==> src/rtl/tube_pkg.sv <==
`default_nettype none
// ============================================================================
// Module      : tube_pkg
// Description : Shared types, default constants and tube-pattern helpers for
//               the scrolling playfield and its collision checker.
// Revision    : 1.0 - initial release
// ============================================================================
package tube_pkg;

  localparam int C_ROWS      = 16;
  localparam int C_COLS      = 16;
  localparam int C_TUBE_W    = 2;
  localparam int C_GAP       = 4;
  localparam int C_MIN_SPACE = 4;
  localparam int C_BIRD_COL  = 3;

  typedef enum logic [1:0] {
    IDLE  = 2'd0,
    EMIT  = 2'd1,
    SPACE = 2'd2
  } state_t;

  // One row of a tube column: solid (1) everywhere except inside the gap.
  function automatic logic tube_bit(input int row, input int gap, input int gap_lo);
    return !((row >= gap_lo) && (row < gap_lo + gap));
  endfunction

  // Full tube column for the default matrix height and gap size.
  function automatic logic [C_ROWS-1:0] tube_col(input int gap_lo);
    logic [C_ROWS-1:0] v;
    v = '0;
    for (int r = 0; r < C_ROWS; r++) begin
      v[r] = tube_bit(r, C_GAP, gap_lo);
    end
    return v;
  endfunction

endpackage
`default_nettype wire

==> src/rtl/tube_col_gen.sv <==
`default_nettype none
// ============================================================================
// Module      : tube_col_gen
// Description : Clamps a requested gap position so the gap never runs off the
//               top of the matrix, then builds the matching tube column.
// Revision    : 1.0 - initial release
// ============================================================================
module tube_col_gen
  import tube_pkg::*;
#(
  parameter int ROWS = C_ROWS,
  parameter int GAP  = C_GAP
) (
  input  logic [$clog2(ROWS)-1:0] i_gap_pos,
  output logic [$clog2(ROWS)-1:0] o_gap_lo,
  output logic [ROWS-1:0]         o_col
);

  localparam int GW = $clog2(ROWS);
  localparam logic [GW-1:0] C_GAP_MAX = GW'(ROWS - GAP);

  logic [GW-1:0] w_gap_lo;

  // Saturate the gap position (no wrap-around) and expand it into a column.
  always_comb begin
    w_gap_lo = (i_gap_pos > C_GAP_MAX) ? C_GAP_MAX : i_gap_pos;
    o_col    = '0;
    for (int r = 0; r < ROWS; r++) begin
      o_col[r] = tube_bit(r, GAP, int'(w_gap_lo));
    end
  end

  assign o_gap_lo = w_gap_lo;

endmodule
`default_nettype wire

==> src/rtl/tube_scroller.sv <==
`default_nettype none
// ============================================================================
// Module      : tube_scroller
// Description : Scrolling Flappy-Bird playfield. Shifts COLS columns left on
//               each tick, injects tubes at the right edge from its own
//               IDLE/EMIT/SPACE sequencer, freezes on death and pulses score
//               when a tube's trailing column leaves the bird column.
// Revision    : 1.0 - initial release
// ============================================================================
module tube_scroller
  import tube_pkg::*;
#(
  parameter int ROWS      = C_ROWS,
  parameter int COLS      = C_COLS,
  parameter int TUBE_W    = C_TUBE_W,
  parameter int GAP       = C_GAP,
  parameter int MIN_SPACE = C_MIN_SPACE,
  parameter int BIRD_COL  = C_BIRD_COL
) (
  input  logic                    clk,
  input  logic                    rst_n,
  input  logic                    i_tick,
  input  logic                    i_dead,
  input  logic                    i_clear,
  input  logic                    i_spawn_req,
  input  logic [$clog2(ROWS)-1:0] i_gap_pos,
  output logic                    o_spawn_ack,
  output logic                    o_busy,
  output logic                    o_score_pulse,
  output logic [COLS*ROWS-1:0]    o_field
);

  localparam int GW  = $clog2(ROWS);
  localparam int WCW = (TUBE_W > 1) ? $clog2(TUBE_W) : 1;
  localparam int SCW = $clog2(MIN_SPACE + 1);

  state_t                r_state;
  logic [GW-1:0]         r_gap_lo;
  logic [WCW-1:0]        r_wcnt;
  logic [SCW-1:0]        r_scnt;
  logic                  r_ack;
  logic                  r_busy;
  logic                  r_score;
  logic [COLS*ROWS-1:0]  r_field;

  logic [GW-1:0]         w_gen_in;
  logic [GW-1:0]         w_gap_lo_new;
  logic [ROWS-1:0]       w_tube_col;
  logic [ROWS-1:0]       w_inject;
  logic [ROWS-1:0]       w_bird_col;
  logic [ROWS-1:0]       w_next_col;
  logic                  w_run;

  // A single generator serves both jobs: in IDLE it clamps the incoming
  // request, otherwise it renders the latched (already clamped) gap.
  assign w_gen_in = (r_state == IDLE) ? i_gap_pos : r_gap_lo;

  tube_col_gen #(
    .ROWS (ROWS),
    .GAP  (GAP)
  ) u_col_gen (
    .i_gap_pos (w_gen_in),
    .o_gap_lo  (w_gap_lo_new),
    .o_col     (w_tube_col)
  );

  assign w_run      = !i_clear && !i_dead;
  assign w_inject   = (r_state == EMIT) ? w_tube_col : '0;
  assign w_bird_col = r_field[BIRD_COL*ROWS +: ROWS];
  assign w_next_col = r_field[(BIRD_COL+1)*ROWS +: ROWS];

  // Tube sequencer: accept a request, emit TUBE_W columns, then MIN_SPACE blanks.
  always_ff @(posedge clk or negedge rst_n) begin
    if (!rst_n) begin
      r_state  <= IDLE;
      r_gap_lo <= '0;
      r_wcnt   <= '0;
      r_scnt   <= '0;
      r_ack    <= 1'b0;
      r_busy   <= 1'b0;
    end else if (i_clear) begin
      r_state  <= IDLE;
      r_gap_lo <= '0;
      r_wcnt   <= '0;
      r_scnt   <= '0;
      r_ack    <= 1'b0;
      r_busy   <= 1'b0;
    end else if (i_dead) begin
      r_ack    <= 1'b0;
    end else begin
      r_ack <= 1'b0;
      case (r_state)
        IDLE: begin
          if (i_spawn_req) begin
            r_gap_lo <= w_gap_lo_new;
            r_wcnt   <= '0;
            r_ack    <= 1'b1;
            r_state  <= EMIT;
            r_busy   <= 1'b1;
          end
        end
        EMIT: begin
          if (i_tick) begin
            if (r_wcnt == WCW'(TUBE_W - 1)) begin
              r_state <= SPACE;
              r_scnt  <= SCW'(MIN_SPACE);
              r_wcnt  <= '0;
            end else begin
              r_wcnt <= r_wcnt + 1'b1;
            end
          end
        end
        SPACE: begin
          if (i_tick) begin
            r_scnt <= r_scnt - 1'b1;
            if (r_scnt == SCW'(1)) begin
              r_state <= IDLE;
              r_busy  <= 1'b0;
            end
          end
        end
        default: begin
          r_state <= IDLE;
          r_busy  <= 1'b0;
        end
      endcase
    end
  end

  // Playfield shift register plus score detection on the outgoing bird column.
  always_ff @(posedge clk or negedge rst_n) begin
    if (!rst_n) begin
      r_field <= '0;
      r_score <= 1'b0;
    end else if (i_clear) begin
      r_field <= '0;
      r_score <= 1'b0;
    end else if (!w_run) begin
      r_score <= 1'b0;
    end else begin
      r_score <= 1'b0;
      if (i_tick) begin
        r_field <= {w_inject, r_field[COLS*ROWS-1:ROWS]};
        r_score <= (|w_bird_col) && !(|w_next_col);
      end
    end
  end

  assign o_spawn_ack   = r_ack;
  assign o_busy        = r_busy;
  assign o_score_pulse = r_score;
  assign o_field       = r_field;

endmodule
`default_nettype wire

==> config.mk <==
export PLATFORM = sky130hd
export DESIGN_NAME = tube_scroller
export DESIGN_NICKNAME = d
export VERILOG_FILES = /design/src/rtl/tube_pkg.sv /design/src/rtl/tube_col_gen.sv /design/src/rtl/tube_scroller.sv
export SDC_FILE = /design/constraint.sdc
export NUM_CORES = 1
export LEC_CHECK = 0
export ABC_CLOCK_PERIOD_IN_PS = 2550
export CELL_PAD_IN_SITES_DETAIL_PLACEMENT = 1
export CELL_PAD_IN_SITES_GLOBAL_PLACEMENT = 1
export CORE_MARGIN = 2
export CORE_UTILIZATION = 35
export CTS_BUF_LIST = sky130_fd_sc_hd__clkbuf_16
export DETAILED_ROUTE_END_ITERATION = 7
export HOLD_SLACK_MARGIN = 0.12
export PLACE_DENSITY_LB_ADDON = 0.1
export SKIP_CTS_REPAIR_TIMING = 1
export SLEW_MARGIN = 5
export SYNTH_ARGS = -nofsm -noshare
export SYNTH_HDL_FRONTEND = slang
export SYNTH_SLANG_ARGS = --single-unit
==> constraint.sdc <==
create_clock -name clk -period 2.55 [get_ports clk]
set_input_delay 0.51 -clock clk [delete_from_list [all_inputs] [get_ports clk]]
set_output_delay 0.51 -clock clk [all_outputs]
set_load 0.005 [all_outputs]
# Word-level counts from Yosys, hierarchy flattened

Cells that the tools add are included.

Word-level logic and storage cells: 147
Output and inout port bits: 259
Register bits after elaboration: 269
Input bits: 10

Mux-type cells: 43
Equal/unequal tests: 10
Reductions and logical operators: 51
$lt $le $gt $ge: 32
Add/subtract/negate cells: 3

Operators by type and width:

| cell                                                                               | number |
|---|---|
| 256-bit two-way mux                                                                | 3 |
| 5-bit by 32-bit less-than comparator with 1-bit output, first input constant       | 8 |
| 4-bit by 32-bit less-than comparator with 1-bit output, first input constant       | 4 |
| 3-bit by 32-bit less-than comparator with 1-bit output, first input constant       | 2 |
| 1-bit by 32-bit less-than comparator with 1-bit output, first input constant       | 1 |
| 2-bit by 32-bit less-than comparator with 1-bit output, first input constant       | 1 |
| 16-bit OR reduction                                                                | 2 |
| 4-bit greater-or-equal comparator, first input constant                            | 7 |
| 4-bit two-way mux                                                                  | 6 |
| 1-bit zero test                                                                    | 19 |
| 1-bit logical AND                                                                  | 17 |
| 1-bit two-way mux                                                                  | 17 |
| 3-bit by 4-bit greater-or-equal comparator with 1-bit output, first input constant | 4 |
| 16-bit two-way mux                                                                 | 1 |
| 3-bit two-way mux                                                                  | 5 |
| 3-bit != test, second input constant                                               | 5 |
| 2-bit two-way mux                                                                  | 7 |
| 5-bit AND reduction                                                                | 2 |
| 1-bit by 4-bit greater-or-equal comparator with 1-bit output, first input constant | 2 |
| 2-bit by 4-bit greater-or-equal comparator with 1-bit output, first input constant | 2 |
| 2-bit nonzero test                                                                 | 4 |
| 2-bit one-hot mux with 3 select lines                                              | 1 |
| 3-bit one-hot mux with 2 select lines                                              | 1 |
| 6-bit AND reduction                                                                | 1 |
| 16 further kinds                                                                   | 17 |

# Depth between registers and ports, before layout

Gate-level depths: netlist of the first run.

Depth after elaboration: 12
Gate-level depth with buffers: 9
Depth with buffers taken out: 8

# Cells and area by module

From an unflattened synthesis of the first run, not the netlist that was laid out.

Cell total of the unflattened synthesis: 1212
Area, all modules: 11265.8 um^2

Modules (own cells, without submodules):

| module        | area an instance (um^2) | seq. area each (um^2) | cells each | times used |
|---|---|---|---|---|
| tube_scroller | 10928.0                 | 6731.5                | 1160       | 1 |
| tube_col_gen  | 337.8                   | 0.0                   | 52         | 1 |

# Worst setup path after synthesis of the first run

OpenSTA, ideal clock, no wires.

Path type: flip-flop to flip-flop
Start point: reg r_state[1]
End point: reg r_field[253], in the netlist o_field[253]
Data required time: 2.424 ns
Buffers on the path: 2
Stages on the path, launching flop included: 9
Setup slack: 0.242 ns
Setup time: 0.126 ns
Clock period less this slack: 2.308 ns
Arrival time: 2.182 ns
Path through: dfrtp_1 > buf_6 > or2_2 > mux2_2 > ha_1 > buf_1 > a21oi_1 > o21ai_0 > a221o_1

Longest elaborated chain between the ends: 12
Elaborated cells between the ends (all ways): 14
Classes of those cells: add/sub: 1; order compare: 3; eq/ne: 1; mux: 6; reduce/logical: 3

RTL lines:

| item                                                   | line                 | text |
|---|---|---|
| start: declaration                                     | tube_scroller.sv:37  | `state_t r_state;` |
| start signal: assignment                               | tube_scroller.sv:75  | `r_state <= IDLE;` |
| start signal: assignment                               | tube_scroller.sv:82  | `r_state <= IDLE;` |
| start signal: assignment                               | tube_scroller.sv:98  | `r_state <= EMIT;` |
| 2-bit zero test                                        | tube_scroller.sv:56  | `assign w_gen_in = (r_state == IDLE) ? i_gap_pos : r_gap_lo;` |
| 4-bit two-way mux                                      | tube_scroller.sv:56  |  |
| 4-bit greater-than comparator                          | tube_col_gen.sv:26   | `w_gap_lo = (i_gap_pos > C_GAP_MAX) ? C_GAP_MAX : i_gap_pos;` |
| 4-bit two-way mux                                      | tube_col_gen.sv:26   |  |
| 4-bit by 3-bit adder with 5-bit output                 | tube_pkg.sv:25       | `return !((row >= gap_lo) && (row < gap_lo + gap));` |
| 5-bit by 32-bit less-than comparator with 1-bit output | tube_pkg.sv:25       |  |
| 1-bit logical AND                                      | tube_pkg.sv:25       |  |
| 1-bit zero test                                        | tube_pkg.sv:25       |  |
| 16-bit two-way mux (*)                                 | tube_scroller.sv:68  | `assign w_inject = (r_state == EMIT) ? w_tube_col : '0;` |
| 256-bit two-way mux (*)                                | tube_scroller.sv:142 | `if (i_tick) begin` |
| 256-bit two-way mux (*)                                | tube_scroller.sv:138 | `end else if (!w_run) begin` |
| 256-bit two-way mux (*)                                | tube_scroller.sv:135 | `end else if (i_clear) begin` |
| end signal: assignment                                 | tube_scroller.sv:143 | `r_field <= {w_inject, r_field[COLS*ROWS-1:ROWS]};` |
| end: declaration                                       | tube_scroller.sv:44  | `logic [COLS*ROWS-1:0] r_field;` |

Mark *: on every way between the ends. The rest lies on a longest branch, timed or not. The select of a mux whose other input is x is not followed.
A chain may end at the register's enable or synchronous reset.

# Final worst setup path of the first run

Start point: reg r_state[1]
End point: reg r_field[245], in the netlist o_field[245]

Longest elaborated chain between the ends: 12
Elaborated cells between the ends (all ways): 14
Classes of those cells: add/sub: 1; order compare: 3; eq/ne: 1; mux: 6; reduce/logical: 3

RTL lines:

| item                                                   | line |
|---|---|
| 2-bit zero test                                        | tube_scroller.sv:56 |
| 4-bit two-way mux                                      | tube_scroller.sv:56 |
| 4-bit greater-than comparator                          | tube_col_gen.sv:26 |
| 4-bit two-way mux                                      | tube_col_gen.sv:26 |
| 4-bit by 3-bit adder with 5-bit output                 | tube_pkg.sv:25 |
| 4-bit by 32-bit less-than comparator with 1-bit output | tube_pkg.sv:25 |
| 1-bit logical AND                                      | tube_pkg.sv:25 |
| 1-bit zero test                                        | tube_pkg.sv:25 |
| 16-bit two-way mux (*)                                 | tube_scroller.sv:68 |
| 256-bit two-way mux (*)                                | tube_scroller.sv:142 |
| 256-bit two-way mux (*)                                | tube_scroller.sv:138 |
| 256-bit two-way mux (*)                                | tube_scroller.sv:135 |

Marks and branches as above.

==> impl_results.md, run 1 <==
* CTS tree: yes
* Sequential element share of the synthesized area at 60.44%
* Power share of the clock group at 44.4%
* Startpoint Class: register
* Crit share post-route at 89.45%
* Clk root buf: clkbuf_16
* Vias at 9665
* Vias in the first global route at 10050
* Final ANT Viol Nets at 0
* IO Count at 269
* Worst EP arrival at 2.75 ns
* Largest area contributor in the synthesized netlist: dfrtp_1
* WP data required at 3.02 ns
* P_sw at 0.002136 W
* Maximum number of pins on one net before global-route repair at 131
* ANT cells at 0
* Pleak at 6.168 nW
* RSZ-0062 raised after global routing: false
* Minimum clock period at 2.281 ns
* Status: finished clean
* Clk_lat worst skew at 0.55 ns
* Vert. Die Dim at 182.4 um
* Post-synth EDFFs at 0
* Row count at 65
* Drt first pass iters at 4
* FF+latch count, synth at 269
* DR WL/cell at 18.92 um
* Synth Flop Type: dfrtp_1
* Syn Std Cell Area at 0.01114 sq mm
* Setup_tns at 0 ns
* Fmax at 438.4 MHz
* Die area at 0.03326 sq mm
* Routed wire length at 36020 um
* DPL Wire Length at 24160 um
* Critical Path Max Stage Delay at 0.46 ns
* Finished Layout Cells at 1904
* Core Area at 0.03147 sq mm
* Initial antenna violation count at 0
* Cells after DPL at 1849
* Yosys warns at 0
* CP endpoint kind: register
* Syn-to-layout area delta at 36.69%
* Comb power frac at 6.4%
* Setup Viol. Count Final at 0
* Hold/Removal Path Class: input port to register
* Internal power at 0.006615 W
* First-pass GRT wire length at 57630 um
* Synth Net Count at 1255
* CTS max path bufs at 3
* Crit-path cells: or2_2 -> mux2_2 -> inv_1 -> ha_1 -> or3_1 -> a21o_1 -> o21ai_1
* Gpl congestion at 0.7991
* CP bufs+invs at 1
* GRT Total Usage at 21.53%
* Worst clock skew at 0.01040 ns
* CP delay by family, top: simple AND/OR/NAND/NOR gates
* Power Dens Cells at 574.9 mW/mm^2
* Mapped Cells at 1235
* Worst Tran Pin Value at 0.6143 ns
* Total Nets Final at 1501
* I/O Buffers at 268
* CTS Sinks at 269
* Max Cap Violations at 0
* Crit Path Class: register to register
* Async SR Flop Fraction at 100.0%
* TritonCTS Buffers at 31
* Fin. Hold Viols at 0
* Synth unique cells at 46
* Residual DRC at 0
* Starting Density at 35.38%
* Slew Viols, Final at 0
* # H-tree levels at 1
* Clock Pin Slew Worst Setup and Hold Paths at 0.06 ns
* Sequential share of power at 49.2%
* Max IR drop VDD at 440.2 uV
* Share of the synthesized area in the top cell type at 60.44%
* Share of layout cells above drive strength 1 at 5.526%
* Syn_area_per_cell at 9.018 sq um
* Relative slew slack at 58.61%
* Gr ovfl total at 0
* Die width at 182.4 um
* Vias/cell at 5.076
* Area contributors post-synth: dfrtp_1 (60%), nand2_1 (17%), a21oi_1 (11%)
* 1st-iter DRT viols at 617
* Peak fanout along the critical path at 7
* Critical-path top delay cell: or3_1
* Switching share of total power at 24.41%
==> per-layer routing <==
layer / global-route usage (%) / vias to the layer above / part of all wire (%) / wire length, um
met1: 28.27 / 4842 / 43 / 15610
li1: - / 4540 / - / -
met2: 35.53 / 236 / 47 / 17050
met4: 5.129 / 0 / 2.1 / 751
met5: 0 / - / 0 / 0
met3: 5.907 / 47 / 7.2 / 2608
==> power groups by stage <==
stage               Combinational, W  Sequential, W  Clock, W
floorplan                   0.000280        0.00438         0
detailed placement          0.000567        0.00439         0
finish                      0.000556        0.00431   0.00389
CTS                         0.000567        0.00431   0.00402
global route                0.000616        0.00431   0.00419
global placement            0.000564        0.00439         0
==> registers in the layout, summed over array words and instances, names as in the netlist <==
name,flops
o_score_pulse,1
r_gap_lo,4
r_scnt,3
o_field,256
r_wcnt,1
o_busy,1
r_state,2
o_spawn_ack,1
==> path summary, 6_finish.rpt <==
path,startpoint,end,slack [ns],cells after the start
max in group asynchronous,rst_n,o_field[151],1.30,3
setup / recovery,r_state[1],o_field[245],0.27,7
setup reg to reg,r_state[1],o_field[245],0.27,7
hold / removal,i_clear,r_gap_lo[1],0.33,2
min in group asynchronous,rst_n,o_field[10],0.50,2
hold reg to reg,o_field[243],o_field[243],0.52,2
==> cell usage after synthesis (2+ instances only) <==
library cell	instances
nor3b_1	2
a221o_1	3
nand2b_1	4
o21ai_0	12
a21o_1	5
or3_1	3
nand4_1	3
nand2_1	504
dfrtp_1	269
inv_1	7
a2bb2oi_1	2
o221ai_1	2
or2_2	3
clkbuf_1	50
buf_4	2
nor2_1	7
nor3_1	7
mux2_2	2
nand3_1	6
buf_2	23
a31oi_1	4
o211ai_1	2
or3b_1	2
a211oi_1	2
ha_1	10
nand4b_1	3
nor2b_1	8
buf_1	13
nor4_1	8
a21oi_1	251
==> logic make-up after synthesis <==
group | count (synthesis) | synth area share [%]
XOR/XNOR | 1 | 0.07866
adder cells (fa/ha/maj) | 10 | 1.123
AND/OR/NAND/NOR | 564 | 20.27
flip-flops | 269 | 60.44
buffers and inverters | 96 | 3.629
AO/OA/AOI/OAI | 293 | 14.26
multiplexers | 2 | 0.2022
==> cell type report <==
class / instances / area (sq um)
Fill cell: 3604 / 16250
Tap cell: 402 / 503.0
Timing Repair Buffer: 302 / 3074
Inverter: 7 / 26.28
Clock inverter: 23 / 96.34
Sequential cell: 269 / 6731
Multi-Input combinational cell: 870 / 4016
Clock buffer: 31 / 775.7
==> worst register-to-register path: stages (launching register included) <==
cell and delay, ns:
dfrtp_1 0.37, or2_2 0.34, mux2_2 0.32, inv_1 0.15
ha_1 0.26, or3_1 0.46, a21o_1 0.18, o21ai_1 0.12
==> metrics by stage <==
stage	utilization, %	hold WS, ns	setup slack (ns)	cell area, sq um	power, W
2_1_floorplan	-	0.2144	0.2419	11140	0.004661
3_3_place_gp	45.57	0.4980	0.1047	14340	0.004950
3_5_place_dp	45.57	0.4979	0.02494	14340	0.004952
4_1_cts	48.34	-0.09450	0.2611	15210	0.008891
5_1_grt	48.37	0.3397	0.1583	15220	0.009116
6_report	48.37	0.3301	0.2690	15220	0.008752
==> cell usage in the layout, fill, tap and decap left out, drive strengths merged, types with 5 or more instances in the layout <==
cell type and instances:
a21o 5, a21oi 251, buf 34, clkbuf 32
clkdlybuf4s50 266, clkinv 13, dfrtp 269, ha 10
inv 17, nand2 504, nand3 6, nor2 7
nor2b 8, nor3 7, nor4 8, o21ai 14
(Power assumes the default switching activity.)
==> run 2, diff against run 1 <==
--- a/config.mk
+++ b/config.mk
@@ -5,7 +5,7 @@
 export SDC_FILE = /design/constraint.sdc
 export NUM_CORES = 1
 export LEC_CHECK = 0
-export ABC_CLOCK_PERIOD_IN_PS = 2550
+export ABC_CLOCK_PERIOD_IN_PS = 2200
 export CELL_PAD_IN_SITES_DETAIL_PLACEMENT = 1
 export CELL_PAD_IN_SITES_GLOBAL_PLACEMENT = 1
 export CORE_MARGIN = 2
@@ -19,3 +19,4 @@
 export SYNTH_ARGS = -nofsm -noshare
 export SYNTH_HDL_FRONTEND = slang
 export SYNTH_SLANG_ARGS = --single-unit
+export TNS_END_PERCENT = 20
==> constraint.sdc (replaced) <==
create_clock -name clk -period 2.2 [get_ports clk]
set_input_delay 0.44 -clock clk [delete_from_list [all_inputs] [get_ports clk]]
set_output_delay 0.44 -clock clk [all_outputs]
set_load 0.005 [all_outputs]
==> impl_results.md, run 2 (synthesis gave the netlist of run 1 again) <==
* Share of layout cells above drive strength 1 at 7.953% (+2.4 points)
* Gpl congestion at 0.8130 (+1.7%)
* Starting Density at 35.38% (unchanged)
* 1st-iter DRT viols at 530 (-14%)
* Hold/Removal Path Class: input port to register
* Critical path origin: r_state[1]
* R2R Setup Slk at 0.06 ns (-0.21 ns)
* Routed wire length at 36330 um (+0.87%)
* First-pass GRT wire length at 58510 um (+1.5%)
* GRT Total Usage at 21.95% (+0.43 points)
* Row count at 65 (unchanged)
* CTS max path bufs at 3 (unchanged)
* Clk_lat worst skew at 0.55 ns (about the same)
* CP endpoint kind: register
* Clk root buf: clkbuf_16
* R2r endpoint: o_field[252]
* Crit share post-route at 97.10% (+7.6 points)
* Worst Tran Pin Value at 0.5836 ns (-0.03070 ns)
* Fin. Hold Viols at 0 (unchanged)
* Total Nets Final at 1531 (+2.0%)
* ANT cells at 0 (unchanged)
* Fmax at 468.1 MHz (+6.8%)
* WP data required at 2.69 ns (-0.33 ns)
* Max IR drop VDD at 551.5 uV (+25%)
* Power, Total at 0.01050 W (+20%)
* RSZ-0062 raised after global routing: true
* Maximum number of pins on one net before global-route repair at 126 (-3.8%)
* CTS Sinks at 269 (unchanged)
* Die area at 0.03326 sq mm (unchanged)
* Final WS setup at 0.06380 ns (-0.2052 ns)
* Relative slew slack at 61.09% (+2.5 points)
* IO Count at 269 (unchanged)
* Vias at 9718 (+0.55%)
* Worst EP arrival at 2.63 ns (-0.12 ns)
* Startpoint Class: register
* Pleak at 6.376 nW (+3.4%)
* TritonCTS Buffers at 31 (unchanged)
* Crit Path Class: register to register
* Most frequent cells in the layout: nand2_1 (504), dfrtp_1 (269), clkdlybuf4s50_1 (266)
* Final ANT Viol Nets at 0 (unchanged)
* Max FFs per register at 256 (unchanged)
* Clock Pin Slew Worst Setup and Hold Paths at 0.06 ns (about the same)
* Residual DRC at 0 (unchanged)
* Power Dens Cells at 672.5 mW/mm^2 (+17%)
* Area of the multi-input gates at 0.004040 sq mm (+0.59%)
* # H-tree levels at 1 (unchanged)
* DR WL/cell at 18.77 um (-0.80%)
* Worst clock skew at 0.007095 ns (-0.003309 ns)
* Reg area at 0.006731 sq mm (unchanged)
* Peak fanout along the critical path at 4 (-3)
* Initial antenna violation count at 0 (unchanged)
* Worst Reg-to-Reg Cells at 6 (-1)
* Status: finished clean
* Vias in the first global route at 10300 (+2.5%)
* Worst hold start: i_clear
* Slew Viols, Final at 0 (unchanged)
* Worst slack, placed at -0.2045 ns (-0.2294 ns)
* Drt first pass iters at 4 (unchanged)
* Minimum clock period at 2.136 ns (-0.1448 ns)
* Hold slack at 0.1371 ns (-0.1930 ns)
* CTS tree: yes
* Syn-to-layout area delta at 40.24%
* Core Area at 0.03147 sq mm (unchanged)
* Max Cap Violations at 0 (unchanged)
* Crit path to: o_field[252]
* Number of fill cells in the layout at 3564 (-1.1%)
* Most common cell after layout, fill and taps aside: nand2_1
* Setup Viol. Count Final at 0 (unchanged)
* I/O Buffers at 268 (unchanged)
* Reg-to-reg critical path startpoint: r_state[1]
* Die width at 182.4 um (unchanged)
* Vias/cell at 5.020 (-1.1%)
* Vert. Die Dim at 182.4 um (unchanged)
* DPL Wire Length at 24960 um (+3.3%)
* Gr ovfl total at 0 (unchanged)
run 2: final cells by class:
class / count / area share, %
Clock inverter: 25 / 0.9934
Tap cell: 402 / 3.220
Inverter: 7 / 0.1682
Timing Repair Buffer: 332 / 21.69
Multi-Input combinational cell: 870 / 25.87
Sequential cell: 269 / 43.10
Clock buffer: 31 / 4.967
run 2: critical path, stage by stage (launching register included):
cell      delay, ns
dfrtp_1        0.37
or2_4          0.28
mux2_4         0.33
ha_1           0.24
or3_1          0.43
a221oi_2       0.24
a221o_1        0.18
run 2: worst min path at each step:
stage	endpoint	cells after the start
4_1_cts	o_field[12]	1
6_report	r_gap_lo[1]	2
3_3_place_gp	o_field[12]	1
5_1_grt	r_gap_lo[3]	2
2_1_floorplan	o_busy	0
3_5_place_dp	o_field[12]	1
run 2: stage by stage:
stage / util, % / area, sq um / cells / setup TNS, ns
finish: 49.62 / 15620 / 1936 / 0
global route: 49.62 / 15620 / 1936 / -0.05728
CTS: 49.55 / 15600 / 1935 / 0
detailed placement: 46.59 / 14660 / 1879 / -1.597
global placement: 46.59 / 14660 / 1879 / -1.012
floorplan: - / 11150 / 1235 / 0
run 2: routing by layer:
layer	GRT usage (%)	part of all wire, %	up-vias
met2	36.79	49	221
met3	6.586	7.2	42
met4	3.903	1.7	0
li1	-	-	4616
met1	28.52	42	4839
met5	0	0	-
run 2: where the power goes:
group	switching [W]	internal, W
registers	0.0000224	0.00497
logic	0.000480	0.000238
clock network	0.00204	0.00276
total	0.00254	0.00797
==> run 3, diff against run 2 <==
--- a/config.mk
+++ b/config.mk
@@ -8,6 +8,7 @@
 export ABC_CLOCK_PERIOD_IN_PS = 2200
 export CELL_PAD_IN_SITES_DETAIL_PLACEMENT = 1
 export CELL_PAD_IN_SITES_GLOBAL_PLACEMENT = 1
+export CORE_ASPECT_RATIO = 0.8
 export CORE_MARGIN = 2
 export CORE_UTILIZATION = 35
 export CTS_BUF_LIST = sky130_fd_sc_hd__clkbuf_16
==> impl_results.md, run 3 (synthesis gave the netlist of run 1 again) <==
* Startpoint Class: register
* Area of the multi-input gates at 0.004059 sq mm (+0.46%)
* CP endpoint kind: register
* IO Count at 269 (unchanged)
* Relative slew slack at 57.67% (-3.4 points)
* Drt first pass iters at 4 (unchanged)
* Worst EP arrival at 2.67 ns (+0.04 ns)
* DR WL/cell at 19.14 um (+2.0%)
* RSZ-0062 raised after global routing: true
* Maximum number of pins on one net before global-route repair at 138 (+9.5%)
* Clk_lat worst skew at 0.56 ns (about the same)
* I/O Buffers at 268 (unchanged)
* Most frequent cells in the layout: nand2_1 (504), dfrtp_1 (269), clkdlybuf4s50_1 (266)
* CP bufs+invs at 0 (unchanged)
* Worst Tran Pin Value at 0.6349 ns (+0.05129 ns)
* Total Nets Final at 1515 (-1.0%)
* Critical Path Max Stage Delay at 0.44 ns (about the same)
* Critical-path top delay cell: or3_4
* First-pass GRT wire length at 58220 um (-0.51%)
* Crit path to: o_field[252]
* Finished Cell Area at 0.01556 sq mm (-0.38%)
* Syn-to-layout area delta at 39.70%
* Row count at 58 (-11%)
* Slew Viols, Final at 0 (unchanged)
* Number of fill cells in the layout at 3578 (+0.39%)
* Worst clock skew at 0.008445 ns (+0.001350 ns)
* Status: finished clean
* Fin. Hold Viols at 0 (unchanged)
* Peak fanout along the critical path at 4 (unchanged)
* Clock Pin Slew Worst Setup and Hold Paths at 0.06 ns (about the same)
* CTS Sinks at 269 (unchanged)
* Hold slack at 0.4042 ns (+0.2671 ns)
* DPL Wire Length at 25150 um (+0.78%)
* Vias at 9703 (-0.15%)
* Vias/cell at 5.004 (-0.31%)
* Critical path origin: r_state[1]
* Minimum clock period at 2.173 ns (+0.03665 ns)
* Residual DRC at 0 (unchanged)
* Max Cap Violations at 0 (unchanged)
* TritonCTS Buffers at 30 (-3.2%)
* GRT Total Usage at 22.10% (+0.14 points)
* Pleak at 6.313 nW (-0.99%)
* Core Area at 0.03135 sq mm (-0.39%)
* Initial antenna violation count at 0 (unchanged)
* CP delay by family, top: simple AND/OR/NAND/NOR gates
* Starting Density at 35.52% (+0.14 points)
* Reg area at 0.006731 sq mm (unchanged)
* CTS tree: yes
* Vert. Die Dim at 163.6 um (-10%)
* Final ANT Viol Nets at 0 (unchanged)
* WP data required at 2.70 ns (about the same)
* Max IR drop VDD at 622.5 uV (+13%)
* Setup Viol. Count Final at 0 (unchanged)
* R2r endpoint: o_field[252]
* Placed cell area at 0.01452 sq mm (-0.96%)
* Crit-path cells: or2_4 -> mux2_4 -> ha_1 -> or3_4 -> a221oi_4 -> a221o_1
* Crit share post-route at 98.77% (+1.7 points)
* Gpl congestion at 0.8435 (+3.8%)
* Reg-to-reg critical path startpoint: r_state[1]
* Power Dens Cells at 690.8 mW/mm^2 (+2.7%)
* 1st-iter DRT viols at 524 (-1.1%)
* Die width at 203.4 um (+12%)
* Most common cell after layout, fill and taps aside: nand2_1
* Fmax at 460.2 MHz (-1.7%)
* ANT cells at 0 (unchanged)
* Die area at 0.03327 sq mm (about the same)
* Gr ovfl total at 0 (unchanged)
* Cells after DPL at 1882 (+0.16%)
* Routed wire length at 37120 um (+2.2%)
* Worst Reg-to-Reg Cells at 6 (unchanged)
* # H-tree levels at 1 (unchanged)
* Worst path depth at 6 (unchanged)
* Hold/Removal Path Class: input port to asynchronous set/reset pin
* Crit Path Class: register to register
* Max FFs per register at 256 (unchanged)
* Finished Layout Cells at 1939 (+0.15%)
* CTS max path bufs at 3 (unchanged)
* Vias in the first global route at 10300 (-0.087%)
* R2R Setup Slk at 0.03 ns (-0.04 ns)
* Share of layout cells above drive strength 1 at 7.571% (-0.38 points)
* Clk root buf: clkbuf_16
[run 3: changes by cell type in the layout (fill, tap and decap cells not counted), moves of 2 or more]
| cell | delta |
|---|---|
| buf_12 | -4 |
| buf_4 | -11 |
| bufinv_16 | +2 |
| clkinv_1 | -3 |
| clkinv_2 | +3 |
| inv_1 | -3 |
[run 3: layout make-up]
cell class / instances / share of cell area (%)
Sequential cell: 269 / 43.26
Multi-Input combinational cell: 870 / 26.09
Timing Repair Buffer: 317 / 20.72
Clock buffer: 31 / 4.986
Tap cell: 420 / 3.378
Clock inverter: 25 / 1.391
Inverter: 7 / 0.1689
[run 3: worst min path at each step]
stage | end | from | slack (ns) | depth (start not counted)
after CTS | o_field[10] | rst_n | -0.20 | 1
after detailed placement | o_field[10] | rst_n | 0.40 | 1
final | o_field[28] | rst_n | 0.40 | 2
after floorplan | o_busy | rst_n | 0.14 | 0
after global placement | o_field[10] | rst_n | 0.40 | 1
after global routing | o_field[10] | rst_n | 0.41 | 2
[run 3: layer usage]
metal	vias to the layer above	part of all wire, %	global-route usage, %
li1	4573	-	-
met1	4893	45	29.60
met2	189	46	35.39
met3	48	7.1	7.143
met4	0	1.7	4.147
met5	-	0	0
[run 3: where the power goes]
part	internal (W)	leakage [nW]	switching, W
clock	0.00301	0.517	0.00205
sequential	0.00497	3.75	0.0000232
combinational	0.000217	2.04	0.000477
total	0.00819	6.31	0.00255
[run 3: through the flow]
| step | util [%] | total power (W) | setup WS [ns] | TNS, ns |
|---|---|---|---|---|
| after floorplan | - | 0.005407 | 0.02150 | 0 |
| after global placement | 46.33 | 0.005776 | -0.2199 | -1.465 |
| after detailed placement | 46.33 | 0.005775 | -0.2561 | -2.182 |
| after CTS | 49.49 | 0.01088 | -0.03402 | -0.07998 |
| after global routing | 49.63 | 0.01115 | -0.05807 | -0.08648 |
| final | 49.63 | 0.01075 | 0.02716 | 0 |
